## config.mk

```make
export PLATFORM = sky130hd
export DESIGN_NAME = sort_sequencer
export DESIGN_NICKNAME = d
export VERILOG_FILES = /design/src/rtl/sort_sequencer.sv
export SDC_FILE = /design/constraint.sdc
export NUM_CORES = 1
export LEC_CHECK = 0
export BUFFER_PORTS_ARGS = -buffer_cell sky130_fd_sc_hd__buf_2
export CORE_ASPECT_RATIO = 2
export CORE_MARGIN = 2
export CORE_UTILIZATION = 55
export DETAILED_ROUTE_END_ITERATION = 12
export PLACE_DENSITY = 0.76
export SYNTH_ARGS = -nofsm -noshare
export SYNTH_HDL_FRONTEND = slang
export SYNTH_SLANG_ARGS = --single-unit
```

## constraint.sdc

```tcl
create_clock -name clk -period 3.58 [get_ports clk]
set_clock_uncertainty 0.1 [all_clocks]
set_input_delay 0.537 -clock clk [delete_from_list [all_inputs] [get_ports clk]]
set_output_delay 0.537 -clock clk [all_outputs]
set_load 0.01 [all_outputs]
```

## src/rtl/sort_sequencer.sv

```systemverilog
// sort_sequencer: control FSM for a 4-input word sorter.
// The words a..d sit in upstream registers and are read one at a time
// through a shared 4:1 mux. This block drives the mux select and watches
// the mux output. Each output word comes from one selection pass: a 4-cycle
// scan that finds the best unused entry, then an emit cycle on a
// valid/ready handshake. Ties keep the lowest index, so the order is stable.
module sort_sequencer #(
  parameter int WIDTH   = 16,
  parameter bit DESCEND = 1'b1
) (
  input  logic             clk,
  input  logic             rst_n,
  input  logic             start,
  output logic             busy,
  output logic [1:0]       mux_sel,
  input  logic [WIDTH-1:0] mux_y,
  output logic             out_valid,
  input  logic             out_ready,
  output logic [WIDTH-1:0] out_data,
  output logic [1:0]       out_idx,
  output logic [1:0]       out_rank,
  output logic             done
);

  typedef enum logic [1:0] {
    IDLE = 2'd0,
    SCAN = 2'd1,
    EMIT = 2'd2,
    DONE = 2'd3
  } state_t;

  state_t           state_q;
  logic [1:0]       sel_q;
  logic [3:0]       used_q;
  logic [1:0]       rank_q;
  logic [WIDTH-1:0] best_q;
  logic [1:0]       best_idx_q;
  logic             have_best_q;
  logic             busy_q;
  logic             valid_q;
  logic [WIDTH-1:0] data_q;
  logic [1:0]       idx_q;
  logic [1:0]       out_rank_q;
  logic             done_q;

  logic             better_d;
  logic             take_d;
  logic [WIDTH-1:0] best_d;
  logic [1:0]       best_idx_d;
  logic             accept_d;

  // Candidate evaluation for the entry currently on the mux. A candidate
  // replaces the running best only when it is strictly better, so an
  // earlier index wins any tie.
  always_comb begin
    better_d   = 1'b0;
    take_d     = 1'b0;
    best_d     = best_q;
    best_idx_d = best_idx_q;
    if (DESCEND) begin
      better_d = (mux_y > best_q);
    end else begin
      better_d = (mux_y < best_q);
    end
    take_d = !used_q[sel_q] && (!have_best_q || better_d);
    if (take_d) begin
      best_d     = mux_y;
      best_idx_d = sel_q;
    end
  end

  assign accept_d = valid_q && out_ready;

  // Main sequencer: the scan passes, the output handshake and the done pulse.
  // All outputs come from registers in this block.
  always_ff @(posedge clk or negedge rst_n) begin
    if (!rst_n) begin
      state_q     <= IDLE;
      sel_q       <= 2'd0;
      used_q      <= 4'b0000;
      rank_q      <= 2'd0;
      best_q      <= '0;
      best_idx_q  <= 2'd0;
      have_best_q <= 1'b0;
      busy_q      <= 1'b0;
      valid_q     <= 1'b0;
      data_q      <= '0;
      idx_q       <= 2'd0;
      out_rank_q  <= 2'd0;
      done_q      <= 1'b0;
    end else begin
      case (state_q)
        IDLE: begin
          sel_q  <= 2'd0;
          done_q <= 1'b0;
          if (start) begin
            state_q     <= SCAN;
            used_q      <= 4'b0000;
            rank_q      <= 2'd0;
            have_best_q <= 1'b0;
            busy_q      <= 1'b1;
          end
        end

        SCAN: begin
          best_q     <= best_d;
          best_idx_q <= best_idx_d;
          if (take_d) begin
            have_best_q <= 1'b1;
          end
          if (sel_q == 2'd3) begin
            state_q    <= EMIT;
            valid_q    <= 1'b1;
            data_q     <= best_d;
            idx_q      <= best_idx_d;
            out_rank_q <= rank_q;
          end else begin
            sel_q <= sel_q + 2'd1;
          end
        end

        EMIT: begin
          if (accept_d) begin
            valid_q            <= 1'b0;
            used_q[best_idx_q] <= 1'b1;
            sel_q              <= 2'd0;
            if (rank_q == 2'd3) begin
              state_q <= DONE;
              done_q  <= 1'b1;
              busy_q  <= 1'b0;
            end else begin
              state_q     <= SCAN;
              rank_q      <= rank_q + 2'd1;
              have_best_q <= 1'b0;
            end
          end
        end

        DONE: begin
          done_q  <= 1'b0;
          state_q <= IDLE;
        end

        default: begin
          state_q <= IDLE;
        end
      endcase
    end
  end

  assign busy      = busy_q;
  assign mux_sel   = sel_q;
  assign out_valid = valid_q;
  assign out_data  = data_q;
  assign out_idx   = idx_q;
  assign out_rank  = out_rank_q;
  assign done      = done_q;

endmodule

```

======== Word-level counts from Yosys, hierarchy flattened ========
Index checks and enable logic that the tools add are counted.
storage, ports and cells
  register bits ........................... 52
  input port bits ......................... 20
operators by class
  $add $sub $neg .......................... 2
  magnitude comparators ................... 4
  equality and inequality tests ........... 12
  multiplexer cells ....................... 36
  bitwise gates (word level) .............. 1
  reduce and logical (&&, ||, !) cells .... 21
operators by type and width
  operator                                                    number
  2-to-1 mux 2 bit                                            10
  > comparator 16 bit                                         1
  2-to-1 mux 16 bit                                           1
  AND reduction 3 bit                                         5
  != test 2 bit, second input constant                        7
  2-to-1 mux 1 bit                                            13
  == test 2 bit, second input constant                        4
  2-to-1 mux 4 bit                                            2
  one-hot mux 2 bit (4 select lines)                          1
  one-hot mux 4 bit (2 select lines)                          1
  AND reduction 4 bit                                         2
  less-than comparator 2 x 3 -> 1 bit, second input constant  2
  one-hot mux 1 bit (2 select lines)                          3
  one-hot mux 2 bit (3 select lines)                          1
  nonzero test 2 bit                                          3
  AND reduction 5 bit                                         1
  adder 2 x 1 -> 2 bit, second input constant                 2
  bitwise OR 4 bit                                            1
  one-hot mux 2 bit (2 select lines)                          1
  logical AND 1 bit                                           3
  one-hot mux 1 bit (3 select lines)                          1
  nonzero test 3 bit                                          1
  binary-select mux 1 bit (select 2 bit)                      1
  demux 1 bit (select 2 bit)                                  1
  7 further kinds                                             8

======== Depth between registers and ports, before layout ========
  depth in word-level cells ............... 7
  gate-level depth with buffers ........... 9

======== Least setup slack after synthesis ========
OpenSTA, ideal clock, no wires.
  kind .................................... input port to flip-flop
  from .................................... in mux_y[15]
  to ...................................... reg best_q[10]
  arrival ................................. 2.546 ns
  path slack .............................. 0.809 ns
  cell stages on the path ................. 7
  cell sequence ........................... ha_1 > nand4_1 > nor4_2 > o21ai_2 > a311oi_4 > buf_8 > mux2_4
on the way
  word-level cells in the longest chain between the ends .. 4
ends and longest elaborated chain
  element               line  source
  from (decl)           16    input logic [WIDTH-1:0] mux_y,
  > comparator 16 bit   61    better_d = (mux_y > best_q);
  logical OR 1 bit      65    take_d = !used_q[sel_q] && (!have_best_q || better_d);
  logical AND 1 bit     65
  2-to-1 mux 16 bit     66    if (take_d) begin
  to (signal assigned)  106   best_q <= best_d;
  to (decl)             36    logic [WIDTH-1:0] best_q;
Every way passes these cells.
A chain may end at the register's enable or synchronous reset.

======== Worst setup path after layout ========
  from .................................... reg best_q[13]
  to ...................................... reg best_q[15]
on the way
  word-level cells in the longest chain between the ends .. 4
ends and longest elaborated chain
  element              line
  > comparator 16 bit  61
  logical OR 1 bit     65
  logical AND 1 bit    65
  2-to-1 mux 16 bit    66
Every way passes these cells.

==> metrics.md <==
| Metric | Value |
|---|---|
| Status | `completed` |
| Critical Path Stages | `8` |
| RSZ-0062 raised after global routing | `no` |
| Number of antenna violations at the first check in global routing | `0` |
| Port bufs | `44` |
| Io pins | `45` |
| Global route overflow | `0` |
| Worst setup SP type | `flop` |
| Worst-path clk slew | `70 ps` |
| Filler instances | `488` |
| Ant diodes | `0` |
| FMAX | `0.383 GHz` |
| Die ar. | `6490 sq um` |
| Setup WS pre-CTS | `688 ps` |
| Setup bufs post-CTS | `0` |
| Slowest CP cell | `nor4_2` |
| Post-CTS sizing | `0` |
| Arrival time worst endpoint | `2690 ps` |
| Vias | `2791` |
| Post-DP HPWL | `5520 um` |
| Max_cap viols | `0` |
| Worst Path Max Fanout | `9` |
| Nets | `411` |
| Detail Route Antenna Nets | `0` |
| DRC viols | `0` |
| Core box area | `5660 sq um` |
| Max-slew headroom | `42.4%` |
| Yosys cell types | `35` |
| Util after Layout | `63.6%` |
| Layout cells sized above 1 | `22.7%` |
| Area growth, synth to finish | `12.3%` |
| Worst VDD drop | `662 uV` |
| Hold_buf cts | `0` |
| Final Max Slew Viols | `0` |
| Lkg Pwr | `0.00176 uW` |
| Die Height | `112 um` |
| H-tree depth | `2` |
| Setup TNS | `0 ps` |
| Num CTS Buffers | `5` |
| Gpl congestion | `0.769` |
| WP data required | `3660 ps` |
| Worst-Margin Slew | `864 ps` |
| Synth top area share | `40.6%` |
| Critical path class | `reg -> reg` |
| Hold_ws | `260 ps` |
| Post-layout minimum cycle time | `2610 ps` |
| Initial drt markers | `105` |
| Yosys reg bits | `52` |
| First-pass GRT wire length | `12900 um` |
| Crit path buf inv count | `2` |
| Area contributors post-synth | `dfrtp_1, ha_1, a311o_1` |
| Num rows | `39` |
| Gr usage total | `25.4%` |
| Drt wl/cell | `18.5 um` |
| Avg Cell Area, Syn | `9.66 sq um` |
| Post-synthesis sequential area ratio | `40.6%` |
| CTS Buffer Depth | `2` |
| Initial Util | `56.6%` |
| Vias in the first global route | `2759` |
| Mapped Cells | `332` |
| Pre-antenna DRT Iters | `4` |
| Total wire length | `7960 um` |
| R2R depth | `8` |
| Largest net degree at the start of global routing | `38` |
| Slowest Stage Delay on Critical Path | `400 ps` |
| Final Hold Viols | `0` |
| Top Family by Delay on Critical Path | `simple AND/OR/NAND/NOR gates` |
| Synth warnings | `0` |
| Synth Net Count | `374` |
| Worst Setup End Kind | `flop` |
| Worst skew pair latency | `290 ps` |
| Cell accounting for the most synthesized area | `dfrtp_1` |
| Crit path cell chain | `inv_1 > ha_1 > nand4_1 > nor4_2 > o21ai_2 > a311oi_4 > buf_4 > mux2_2` |
| Clock Sink Count | `52` |
| Avg Vias per Cell | `6.48` |
| PwrDens | `792 nW/um^2` |
| CTS tree | `built` |
| Min-Delay Path Class | `in -> async` |
| Netlist Area Pre-Place | `3210 sq um` |
| Die width | `58.0 um` |
| Final setup violation count | `0` |
| Fin crit share | `73.0%` |
| CTS Root Cell | `clkbuf_16` |
| Setup WS post-layout | `966 ps` |
| Total power | `2850 uW` |
power breakdown:
| part | switching (uW) | leakage (uW) | internal [uW] |
|---|---|---|---|
| Combinational | 787 | 0.00104 | 605 |
| Clock | 210 | 0.0000681 | 261 |
| Sequential | 175 | 0.000657 | 812 |
| Total | 1170 | 0.00176 | 1680 |
placed cells by master, fill, tap and decap left out, drive strengths merged:
| cell type | count |
|---|---|
| a311oi | 2 |
| mux4 | 1 |
| dfrtp | 52 |
| mux2 | 20 |
| nand2b | 2 |
| nand3b | 1 |
| clkinv | 1 |
| inv | 24 |
| or2 | 1 |
| and3 | 1 |
| clkbuf | 7 |
| nor4 | 1 |
| a22oi | 18 |
| and2 | 2 |
| nand2 | 43 |
| buf | 52 |
| a21o | 3 |
| a22o | 8 |
| a311o | 18 |
| ha | 22 |
| o21ai | 4 |
| nor2 | 29 |
| o2111ai | 1 |
| nand3 | 20 |
| nand4 | 20 |
| mux2i | 1 |
| a31oi | 5 |
| nor2b | 1 |
| o22a | 1 |
| a21oi | 8 |
| a41oi | 1 |
cell usage after synthesis, drive strengths merged:
cell,instances
mux2,20
a21o,3
o2111ai,1
mux4,1
o22a,1
a31oi,5
a22oi,18
and2,2
dfrtp,52
clkbuf,18
or2,1
nand2,43
a41oi,1
o21ai,4
nor2b,1
buf,4
a22o,8
inv,24
nand2b,2
nand3,20
a21oi,8
ha,22
a311oi,2
nand4,20
nor2,29
nor4,1
mux2i,1
a311o,18
nand3b,1
and3,1
layout make-up:
type                       count  area [sq um]  share of cell area, %
sequential                    52          1300                   36.1
inverter                      24          90.1                   2.50
clock inverter                 1          8.76                  0.243
tap                           61          76.3                   2.12
clock buffer                   7           133                   3.68
timing repair buffer          52           280                   7.78
multi-input combinational    234          1710                   47.5
cell families after synthesis:
kind of cell | share of synthesized area (%)
fa+ha+maj | 8.59
compound gates | 18.1
mux | 9.21
flops | 40.6
buf+inv | 6.01
simple gates | 17.4
through the flow:
step           instances  instance area, sq um
6_report             431                  3600
4_1_cts              431                  3600
2_1_floorplan        332                  3210
5_1_grt              431                  3600
3_3_place_gp         423                  3460
3_5_place_dp         423                  3460
registers in the layout, summed over array words and instances (netlist names), 2 cells and up:
name and cells:
rank_q 2, state_q 2, out_data 16, best_idx_q 2, mux_sel 2, out_rank 2
best_q 16, out_idx 2, used_q 4
worst reg2reg max path: stages, from the launching register on:
cell and delay (ps):
dfrtp_1 350, inv_1 60, ha_1 340, nand4_1 200
nor4_2 400, o21ai_2 130, a311oi_4 280, buf_4 270
mux2_2 360
routing by layer:
layer | GRT usage (%) | vias to the layer above | share of wire [%]
li1 | - | 1291 | -
met1 | 28.6 | 1387 | 37
met2 | 45.4 | 90 | 55
met3 | 3.48 | 23 | 4.7
met4 | 12.1 | 0 | 3.7
met5 | 0 | - | 0
path summary, 6_finish.rpt:
path                       slack, ps        start     endpoint
setup / recovery                 970   best_q[13]   best_q[15]
hold / removal                   260        rst_n  out_data[7]
setup reg to reg                 970   best_q[13]   best_q[15]
hold reg to reg                  380  out_rank[1]  out_rank[1]
max in group asynchronous       2360        rst_n  out_data[4]
min in group clk                 380  out_rank[1]  out_rank[1]
Power figures use the tool's default switching activity.
